<file path="config.mk">
export PLATFORM = sky130hd
export DESIGN_NAME = plant_emu_flat
export DESIGN_NICKNAME = d
export VERILOG_FILES = /design/src/rtl/plant_emu_if.sv /design/src/rtl/plant_emu.sv /design/src/flat_wrapper.sv
export SDC_FILE = /design/constraint.sdc
export NUM_CORES = 1
export LEC_CHECK = 0
export CAP_MARGIN = 10
export CORE_MARGIN = 2
export CORE_UTILIZATION = 50
export DETAILED_ROUTE_END_ITERATION = 8
export PLACE_DENSITY_LB_ADDON = 0.1
export SLEW_MARGIN = 20
export SYNTH_ARGS = -nofsm -noshare
export SYNTH_HDL_FRONTEND = slang
export SYNTH_SLANG_ARGS = --single-unit
</file>
<file path="constraint.sdc">
create_clock -name clk -period 11.5 [get_ports clk]
set_input_delay 2.3 -clock clk [delete_from_list [all_inputs] [get_ports clk]]
set_output_delay 2.3 -clock clk [all_outputs]
set_load 0.1 [all_outputs]
</file>
<file path="src/rtl/plant_emu_if.sv">
// rtl/plant_emu_if.sv - plant emulator config, actuator and sensor signal bundle
interface plant_emu_if #(
    parameter int DEC_W     = 14,
    parameter int DLY_DEPTH = 16
);
    localparam int DLY_W = $clog2(DLY_DEPTH);

    logic                enable_i;
    logic [13:0]         act_i;
    logic [DEC_W-1:0]    decimate_i;
    logic [DLY_W-1:0]    delay_i;
    logic [3:0]          alpha_i;
    logic signed [15:0]  gain_i;
    logic signed [15:0]  offset_i;
    logic [3:0]          noise_shift_i;
    logic signed [15:0]  dat_o;
    logic                valid_o;
    logic                sat_o;

    modport master (
        output enable_i, act_i, decimate_i, delay_i, alpha_i, gain_i, offset_i, noise_shift_i,
        input  dat_o, valid_o, sat_o
    );

    modport slave (
        input  enable_i, act_i, decimate_i, delay_i, alpha_i, gain_i, offset_i, noise_shift_i,
        output dat_o, valid_o, sat_o
    );
endinterface

</file>
<file path="src/rtl/plant_emu.sv">
// rtl/plant_emu.sv - first-order plant emulator with transport delay; PLANT_EMU_NOISE_EN adds LFSR sensor noise
module plant_emu #(
    parameter int DEC_W     = 14,
    parameter int DLY_DEPTH = 16
) (
    input  logic        clk,
    input  logic        rst_n,
    plant_emu_if.slave  bus
);
    localparam int DLY_W = $clog2(DLY_DEPTH);

    // Returns {clipped_flag, value} for a signed value clamped to 16 bits.
    function automatic logic [16:0] sat16(input logic signed [31:0] v);
        if (v > 32'sd32767)
            return {1'b1, 16'h7fff};
        else if (v < -32'sd32768)
            return {1'b1, 16'h8000};
        else
            return {1'b0, v[15:0]};
    endfunction

    logic [DEC_W-1:0]    dec_r;
    logic [DLY_W-1:0]    delay_r;
    logic [3:0]          alpha_r;
    logic signed [15:0]  gain_r;
    logic signed [15:0]  offset_r;

    logic [DEC_W-1:0]    cnt;
    logic [DLY_W-1:0]    wptr;
    logic signed [14:0]  dly_buf [DLY_DEPTH];
    logic signed [15:0]  g_r;
    logic                g_sat_r;
    logic                tick_d;
    logic signed [15:0]  y_r;
    logic signed [15:0]  dat_r;
    logic                valid_r;
    logic                sat_r;

    logic                tick;
    logic [DEC_W-1:0]    dec_last;
    logic signed [14:0]  a;
    logic [DLY_W-1:0]    rd_idx;
    logic signed [14:0]  tap;
    logic signed [31:0]  prod;
    logic [16:0]         g_full;
    logic signed [16:0]  diff;
    logic signed [16:0]  step;
    logic signed [16:0]  ysum;
    logic [16:0]         y_full;
    logic signed [15:0]  y_next;
    logic signed [15:0]  noise;
    logic signed [17:0]  osum;
    logic [16:0]         o_full;

    assign tick     = bus.enable_i && (cnt == '0);
    assign dec_last = (dec_r == '0) ? '0 : dec_r - 1'b1;
    assign a        = $signed({1'b0, bus.act_i} - 15'd8191);
    assign rd_idx   = wptr - delay_r;
    assign tap      = (delay_r == '0) ? a : dly_buf[rd_idx];
    assign prod     = $signed({{16{gain_r[15]}}, gain_r}) * $signed({{17{tap[14]}}, tap});
    assign g_full   = sat16(prod >>> 14);

    // The filter step always lands between y and g, so 17 bits hold it exactly.
    assign diff     = $signed({g_r[15], g_r}) - $signed({y_r[15], y_r});
    assign step     = diff >>> alpha_r;
    assign ysum     = $signed({y_r[15], y_r}) + step;
    assign y_full   = sat16({{15{ysum[16]}}, ysum});
    assign y_next   = y_full[15:0];
    assign osum     = $signed({{2{y_next[15]}}, y_next}) + $signed({{2{offset_r[15]}}, offset_r})
                    + $signed({{2{noise[15]}}, noise});
    assign o_full   = sat16({{14{osum[17]}}, osum});

`ifdef PLANT_EMU_NOISE_EN
    logic [15:0]         lfsr;
    logic [3:0]          noise_shift_r;
    logic signed [15:0]  lfsr_s;

    assign lfsr_s = lfsr;
    assign noise  = lfsr_s >>> noise_shift_r;

    // Galois form of x^16+x^14+x^13+x^11+1; holds while disabled.
    always_ff @(posedge clk) begin
        if (!rst_n) begin
            lfsr          <= 16'hACE1;
            noise_shift_r <= '0;
        end else if (bus.enable_i) begin
            noise_shift_r <= bus.noise_shift_i;
            if (tick)
                lfsr <= {1'b0, lfsr[15:1]} ^ (lfsr[0] ? 16'hB400 : 16'h0000);
        end
    end
`else
    assign noise = '0;
`endif

    always_ff @(posedge clk) begin
        if (!rst_n) begin
            dec_r    <= DEC_W'(1);
            delay_r  <= '0;
            alpha_r  <= '0;
            gain_r   <= '0;
            offset_r <= '0;
            cnt      <= '0;
            wptr     <= '0;
            for (int i = 0; i < DLY_DEPTH; i++)
                dly_buf[i] <= '0;
            g_r      <= '0;
            g_sat_r  <= 1'b0;
            tick_d   <= 1'b0;
            y_r      <= '0;
            dat_r    <= '0;
            valid_r  <= 1'b0;
            sat_r    <= 1'b0;
        end else if (!bus.enable_i) begin
            cnt      <= '0;
            wptr     <= '0;
            for (int i = 0; i < DLY_DEPTH; i++)
                dly_buf[i] <= '0;
            g_r      <= '0;
            g_sat_r  <= 1'b0;
            tick_d   <= 1'b0;
            y_r      <= '0;
            dat_r    <= '0;
            valid_r  <= 1'b0;
            sat_r    <= 1'b0;
        end else begin
            dec_r    <= bus.decimate_i;
            delay_r  <= bus.delay_i;
            alpha_r  <= bus.alpha_i;
            gain_r   <= bus.gain_i;
            offset_r <= bus.offset_i;
            cnt      <= (cnt >= dec_last) ? '0 : cnt + 1'b1;
            if (tick) begin
                dly_buf[wptr] <= a;
                wptr          <= wptr + 1'b1;
                g_r           <= g_full[15:0];
                g_sat_r       <= g_full[16];
            end
            // Second pipeline stage: filter and output for the previous tick.
            tick_d  <= tick;
            valid_r <= tick_d;
            if (tick_d) begin
                y_r   <= y_next;
                dat_r <= o_full[15:0];
                sat_r <= g_sat_r | y_full[16] | o_full[16];
            end
        end
    end

    assign bus.dat_o   = dat_r;
    assign bus.valid_o = valid_r;
    assign bus.sat_o   = sat_r;
endmodule

</file>
<file path="src/flat_wrapper.sv">
// flat-port wrapper written by rule: the top's interface ports become plain ports
module plant_emu_flat 
#(
    parameter int DEC_W     = 14,
    parameter int DLY_DEPTH = 16
)
  (clk, rst_n, bus_enable_i, bus_act_i, bus_decimate_i, bus_delay_i, bus_alpha_i, bus_gain_i, bus_offset_i, bus_noise_shift_i, bus_dat_o, bus_valid_o, bus_sat_o);
  plant_emu_if #(.DEC_W(DEC_W), .DLY_DEPTH(DLY_DEPTH)) bus_i ();
  input  logic clk;
  input  logic rst_n;
  input wire logic [$bits(bus_i.enable_i)-1:0] bus_enable_i;
  input wire logic [$bits(bus_i.act_i)-1:0] bus_act_i;
  input wire logic [$bits(bus_i.decimate_i)-1:0] bus_decimate_i;
  input wire logic [$bits(bus_i.delay_i)-1:0] bus_delay_i;
  input wire logic [$bits(bus_i.alpha_i)-1:0] bus_alpha_i;
  input wire logic [$bits(bus_i.gain_i)-1:0] bus_gain_i;
  input wire logic [$bits(bus_i.offset_i)-1:0] bus_offset_i;
  input wire logic [$bits(bus_i.noise_shift_i)-1:0] bus_noise_shift_i;
  output wire logic [$bits(bus_i.dat_o)-1:0] bus_dat_o;
  output wire logic [$bits(bus_i.valid_o)-1:0] bus_valid_o;
  output wire logic [$bits(bus_i.sat_o)-1:0] bus_sat_o;
  assign bus_i.enable_i = bus_enable_i;
  assign bus_i.act_i = bus_act_i;
  assign bus_i.decimate_i = bus_decimate_i;
  assign bus_i.delay_i = bus_delay_i;
  assign bus_i.alpha_i = bus_alpha_i;
  assign bus_i.gain_i = bus_gain_i;
  assign bus_i.offset_i = bus_offset_i;
  assign bus_i.noise_shift_i = bus_noise_shift_i;
  assign bus_dat_o = bus_i.dat_o;
  assign bus_valid_o = bus_i.valid_o;
  assign bus_sat_o = bus_i.sat_o;
  plant_emu #(.DEC_W(DEC_W), .DLY_DEPTH(DLY_DEPTH)) u_core (.clk(clk), .rst_n(rst_n), .bus(bus_i));
endmodule
</file>
After elaboration in Yosys (flattened, before gate mapping)

Memories as Yosys holds them, arrays and structs flattened.
Cells that the tools add are included.

Bits in registers: 124
Word-level logic and storage cells: 94
Bits of input ports: 75
Memories kept: 1
Output and inout port bits: 18
Bits in writable memories: 240

Memory list:

| memory         | depth | bits a word | read ports | clocked after memory_dff | wr ports | line            | source |
|---|---|---|---|---|---|---|---|
| u_core.dly_buf | 16    | 15          | 1          | 0                        | 16       | plant_emu.sv:30 | `logic signed [14:0] dly_buf [DLY_DEPTH];` |

Bitwise gates (word level): 20
Reduce and logical (&&, ||, !) cells: 7
Muxes and demuxes: 35
Add/sub/neg operators: 8
Multiply operators: 1
Magnitude comparators: 7
Shift-type cells: 1

Operator list:

| operator               | count |
|---|---|
| $mux 15                | 18 |
| $mux 17                | 6 |
| $gt 17x16->1 const B   | 3 |
| $lt 17x16->1 const B   | 3 |
| $mul 16x15->31         | 1 |
| $logic_not 14->1       | 2 |
| $or 1x1->1             | 18 |
| $add 16x16->17         | 1 |
| $add 16x17->17         | 1 |
| $sshr 17x4->17         | 1 |
| $sub 16x16->17         | 1 |
| $reduce_or 15->1       | 1 |
| $sub 14x13->15 const B | 1 |
| $add 14x1->14 const B  | 1 |
| $ge 14x14->1           | 1 |
| $mux 14                | 1 |
| $sub 14x1->14 const B  | 1 |
| $mux 1                 | 9 |
| $add 4x1->4 const B    | 1 |
| $logic_not 4->1        | 1 |
| $mux 4                 | 1 |
| $sub 4x4->4            | 1 |
| $reduce_or 3->1        | 1 |
| $not 1->1              | 2 |
| 2 further kinds        | 2 |

Logic depth before layout (Yosys ltp)

Depth in word-level cells: 11
Gate-level depth with buffers: 42
Depth with buffers taken out: 39

Worst setup path before layout

No wires, ideal clock.

Path type: input-to-reg
From: input port bus_act_i[4]
To: register u_core.g_r[13]
Stages: 30
Path buffers: 0
Setup slack: 1.788 ns
Data arrival time: 9.597 ns
Cells stage by stage: and3_1 and2_1 nand2_1 or2_2 xor2_1 nor2_1 a21oi_1 nor2b_1 fa_1 inv_1 fa_1 inv_1 fa_1 inv_1 fa_1 fa_1 inv_1 fa_1 ha_1 a21o_1 a21o_1 a21o_1 a21o_1 a21o_1 a31oi_1 nand2_2 or4_1 and4_4 o211a_1 o21ba_1

Longest elaborated chain between the ends: 6
Elaborated cells between the ends (all ways): 7
Those cells by class: 1 x add/sub; 1 x mul; 2 x order compare; 3 x mux

Ends and longest elaborated chain:

| what                 | line               | source |
|---|---|---|
| from (decl)          | flat_wrapper.sv:12 | `input wire logic [$bits(bus_i.act_i)-1:0] bus_act_i;` |
| $sub 14x13->15 (*)   | plant_emu.sv:57    | `assign a = $signed({1'b0, bus.act_i} - 15'd8191);` |
| $mux 15 (*)          | plant_emu.sv:59    | `assign tap = (delay_r == '0) ? a : dly_buf[rd_idx];` |
| $mul 16x15->31 (*)   | plant_emu.sv:60    | `assign prod = $signed({{16{gain_r[15]}}, gain_r}) * $signed({{17{tap[14]}}, tap});` |
| $lt 17x16->1         | plant_emu.sv:16    | `else if (v < -32'sd32768)` |
| $mux 17              | plant_emu.sv:16    |  |
| $mux 17 (*)          | plant_emu.sv:14    | `if (v > 32'sd32767)` |
| to (signal assigned) | plant_emu.sv:136   | `g_r <= g_full[15:0];` |
| to (decl)            | plant_emu.sv:31    | `logic signed [15:0] g_r;` |

Every way passes the cells marked *; elsewhere a longest branch is shown, timed or not.
A chain may end at the register's enable or synchronous reset.

Worst setup path in the final report

From: input port bus_act_i[2]
To: register u_core.g_r[13]

The elaborated chain is that of the path after synthesis.

==> metrics.cfg <==
[placed_design]
port-buffer-count=88
hpwlAfterDp_um=51900
place.gp.congestion=0.884

[layout]
syn2layout_area_growth_pct=10.7
ff_latch_area_um2=9690
nets=3248
n_antenna_cell=0
multiInputGateArea_um2=16800
drive_above_1_share_pct=7.85
num-fill-cells=4990

[drt]
drt_iter0_markers=1438
num_vias=20300
viasPerCell=5.70
detail-route-antenna-nets=0
drc=0
drt-total-wl_um=72300
first_pass_iters=6
wl_per_cell_um=20.3

[synth]
synthAdderAreaFrac_pct=24.5
yosysSeqAreaShare_pct=34.5
synth_top_family_by_area=adder cells
synth.most_common_cell=nor2_1
synth_common_cells=327 x nor2_1, 273 x inv_1, 273 x nand2_1
muxShareOfSynthArea_pct=8.33
ys_warn_count=0
synth-seq-cells=364
syn_area_per_cell_um2=10.2
synth_compound_area_share_pct=8.84
synth_area_leaders=edfxtp_1 26%, fa_1 17%, dfxtp_1 8.8%
synth_cells=2749
ys.flop_type=edfxtp_1
synth-simple-area-share_pct=14.9
netlist.area_leader.share_pct=25.7
synth-xor-area-share_pct=3.08
synthDistinctLibCells=88
syn-cell-area_um2=28100
synth_top_area_cell=edfxtp_1
async_reset_ff_share_pct=0
synth_nets=3215
synth_edf_count=240

[clock_network]
cts_tree=done
clock-sinks=364
clk_latency_ns=0.58
clock_path_buffers=3
numCtsBuffers=42
postCtsHoldBufs=0
ctsResizeCount=0
clk_pin_slew_ns=0.06
cts_setup_buffers=0
cts_htree_levels=2
clockRootBuffer=clkbuf_16

[global_routing]
grt_max_degree=59
grtUsageTotal_pct=25.7
antenna_found_initial=0
grt_pass1_vias=20900
grt_pass1_wl_um=115000
grt-ovfl-total=0

[sta]
setup_tns_ns=0
worstMarginPinSlew_ns=1.20
drv_slew=0
layout_min_cycle_time_ns=10.64
max_freq_mhz=94.0
skew_ns=0.0252
relSlewSlack_pct=19.7
rsz0062_at_grt=false
finalHoldViolations=0
finalCritPeriodShare_pct=92.5
setup_viol=0

[hold_path]
hold_depth=2
worstHoldEndpoint=u_core.y_r[5]
hold_path.class=reg2reg
min-delay-start=u_core.y_r[5]

[floorplan]
start_util_pct=50.8
rows=86
die_y_um=241
dieArea_um2=58100
coreArea_um2=55300
io_pins=93
die_w_um=241

[power]
ir_worst_vdd_mv=0.340
netSwitchingFraction_pct=48.6
p_sw_mw=4.71
cellPowerDensity_nw_per_um2=312
power_mw=9.69
p_int_mw=4.98
pwr-share-clk_pct=14.0
power_leakage_nw=13.3
pwr-share-comb_pct=69.9
power_frac_seq_pct=16.1

[setup_path]
worstReg2RegEnd=u_core.g_r[13]
endpoint_kind=flop
r2r_setup_slack_ns=1.65
r2r_cells=30
r2r-start=u_core.wptr[0]
crit_path_max_incr_delay_ns=0.55
cp.arrival_ns=11.09
critPathKind=in2reg
critical_path.slowest_cell=clkdlybuf4s50_1
critPathRequiredTime_ns=11.95
start_kind=input pin
worstPathMaxFanout=16
cpMostUsedCell=fa_1

[run]
max-cap-violations=0

[outcome]
run_status=completed

metrics by stage:
step | cells | area (um2) | hold slack [ns] | util [%] | setup WS [ns]
6_report | 3564 | 31100 | 0.489 | 56.2 | 0.864
2_1_floorplan | 2749 | 28100 | 0.453 | - | 1.79
4_1_cts | 3564 | 31100 | 0.497 | 56.2 | 0.908
5_1_grt | 3564 | 31100 | 0.513 | 56.2 | 0.270
3_5_place_dp | 3486 | 29700 | 0.475 | 53.7 | 0.329
3_3_place_gp | 3486 | 29700 | 0.477 | 53.7 | 0.445
cells by family (layout without fill, tap and decap cells):
kind of cell,after synthesis,after routing
flops,364,364
simple gates,916,916
mux,153,153
xor+xnor,98,98
compound gates,385,385
buf+inv,423,490
fa+ha+maj,410,410
how the worst max path moves through the flow:
stage                     end  cells after the start  slack, ns          from
6_report       u_core.g_r[13]                     32       0.86  bus_act_i[2]
5_1_grt        u_core.g_r[13]                     32       0.27  bus_act_i[2]
3_3_place_gp   u_core.g_r[13]                     32       0.44  bus_act_i[2]
2_1_floorplan  u_core.g_r[13]                     30       1.79  bus_act_i[4]
3_5_place_dp   u_core.g_r[13]                     32       0.33  bus_act_i[2]
4_1_cts        u_core.g_r[13]                     32       0.91  bus_act_i[2]
power by group through the flow:
stage | Sequential, mW | Clock [mW] | Combinational, mW
4_1_cts | 1.56 | 1.38 | 6.77
6_report | 1.56 | 1.36 | 6.77
3_5_place_dp | 1.59 | 0 | 6.71
3_3_place_gp | 1.59 | 0 | 6.62
5_1_grt | 1.57 | 1.43 | 7.53
2_1_floorplan | 1.60 | 0 | 5.08
critical path: cells and delay by family:
kind            cells  cell delay [ns]
buf+inv             6             1.05
xor+xnor            1             0.43
simple gates        7             1.59
compound gates     11             2.25
fa+ha+maj           7             3.46
registers in the layout, indices dropped and copies added, names as in the netlist:
register	cells
u_core.dly_buf	240
u_core.bus.dat_o	16
u_core.g_r	16
u_core.gain_r	16
u_core.offset_r	16
u_core.y_r	16
u_core.cnt	14
u_core.dec_r	14
u_core.alpha_r	4
u_core.delay_r	4
u_core.wptr	4
u_core.bus.sat_o	1
u_core.bus.valid_o	1
u_core.g_sat_r	1
u_core.tick_d	1
cells in the final DEF (no fill, tap or decap), types with 15 or more instances in the layout:
| master | Yosys | final |
|---|---|---|
| or2_2 | 19 | 19 |
| mux2i_1 | 81 | 81 |
| maj3_1 | 19 | 19 |
| a21oi_1 | 100 | 100 |
| fa_1 | 239 | 238 |
| a21o_1 | 36 | 36 |
| a31oi_1 | 27 | 27 |
| nand2_1 | 273 | 273 |
| edfxtp_1 | 240 | 240 |
| clkbuf_16 | 0 | 43 |
| inv_1 | 273 | 273 |
| nor2b_1 | 94 | 94 |
| mux4_2 | 53 | 53 |
| nor2_1 | 327 | 327 |
| o21ai_0 | 77 | 77 |
| nand2b_1 | 15 | 15 |
| and2_1 | 43 | 43 |
| buf_4 | 2 | 50 |
| clkdlybuf4s50_1 | 0 | 86 |
| o211ai_1 | 31 | 31 |
| dfxtp_1 | 124 | 124 |
| nand4_1 | 15 | 15 |
| xnor2_1 | 54 | 54 |
| nor3_1 | 37 | 37 |
| nand3_1 | 41 | 41 |
| ha_1 | 152 | 151 |
| xor2_1 | 43 | 43 |
final cells by class:
type,count,share of cell area [%]
Inverter,274,3.31
Multi-Input combinational cell,1962,54.0
Timing Repair Buffer,138,4.06
Tap cell,748,3.01
Clock buffer,50,3.55
Clock inverter,28,0.910
Sequential cell,364,31.2
routing by layer:
metal | vias to the layer above | share of wire [%] | global-route usage, %
met5 | - | 0 | 0
met1 | 10300 | 42 | 34.0
met3 | 101 | 5.3 | 3.39
li1 | 9398 | - | -
met4 | 0 | 2.4 | 7.01
met2 | 525 | 50 | 44.7
No activity file was read; power rests on OpenSTA's default activity.
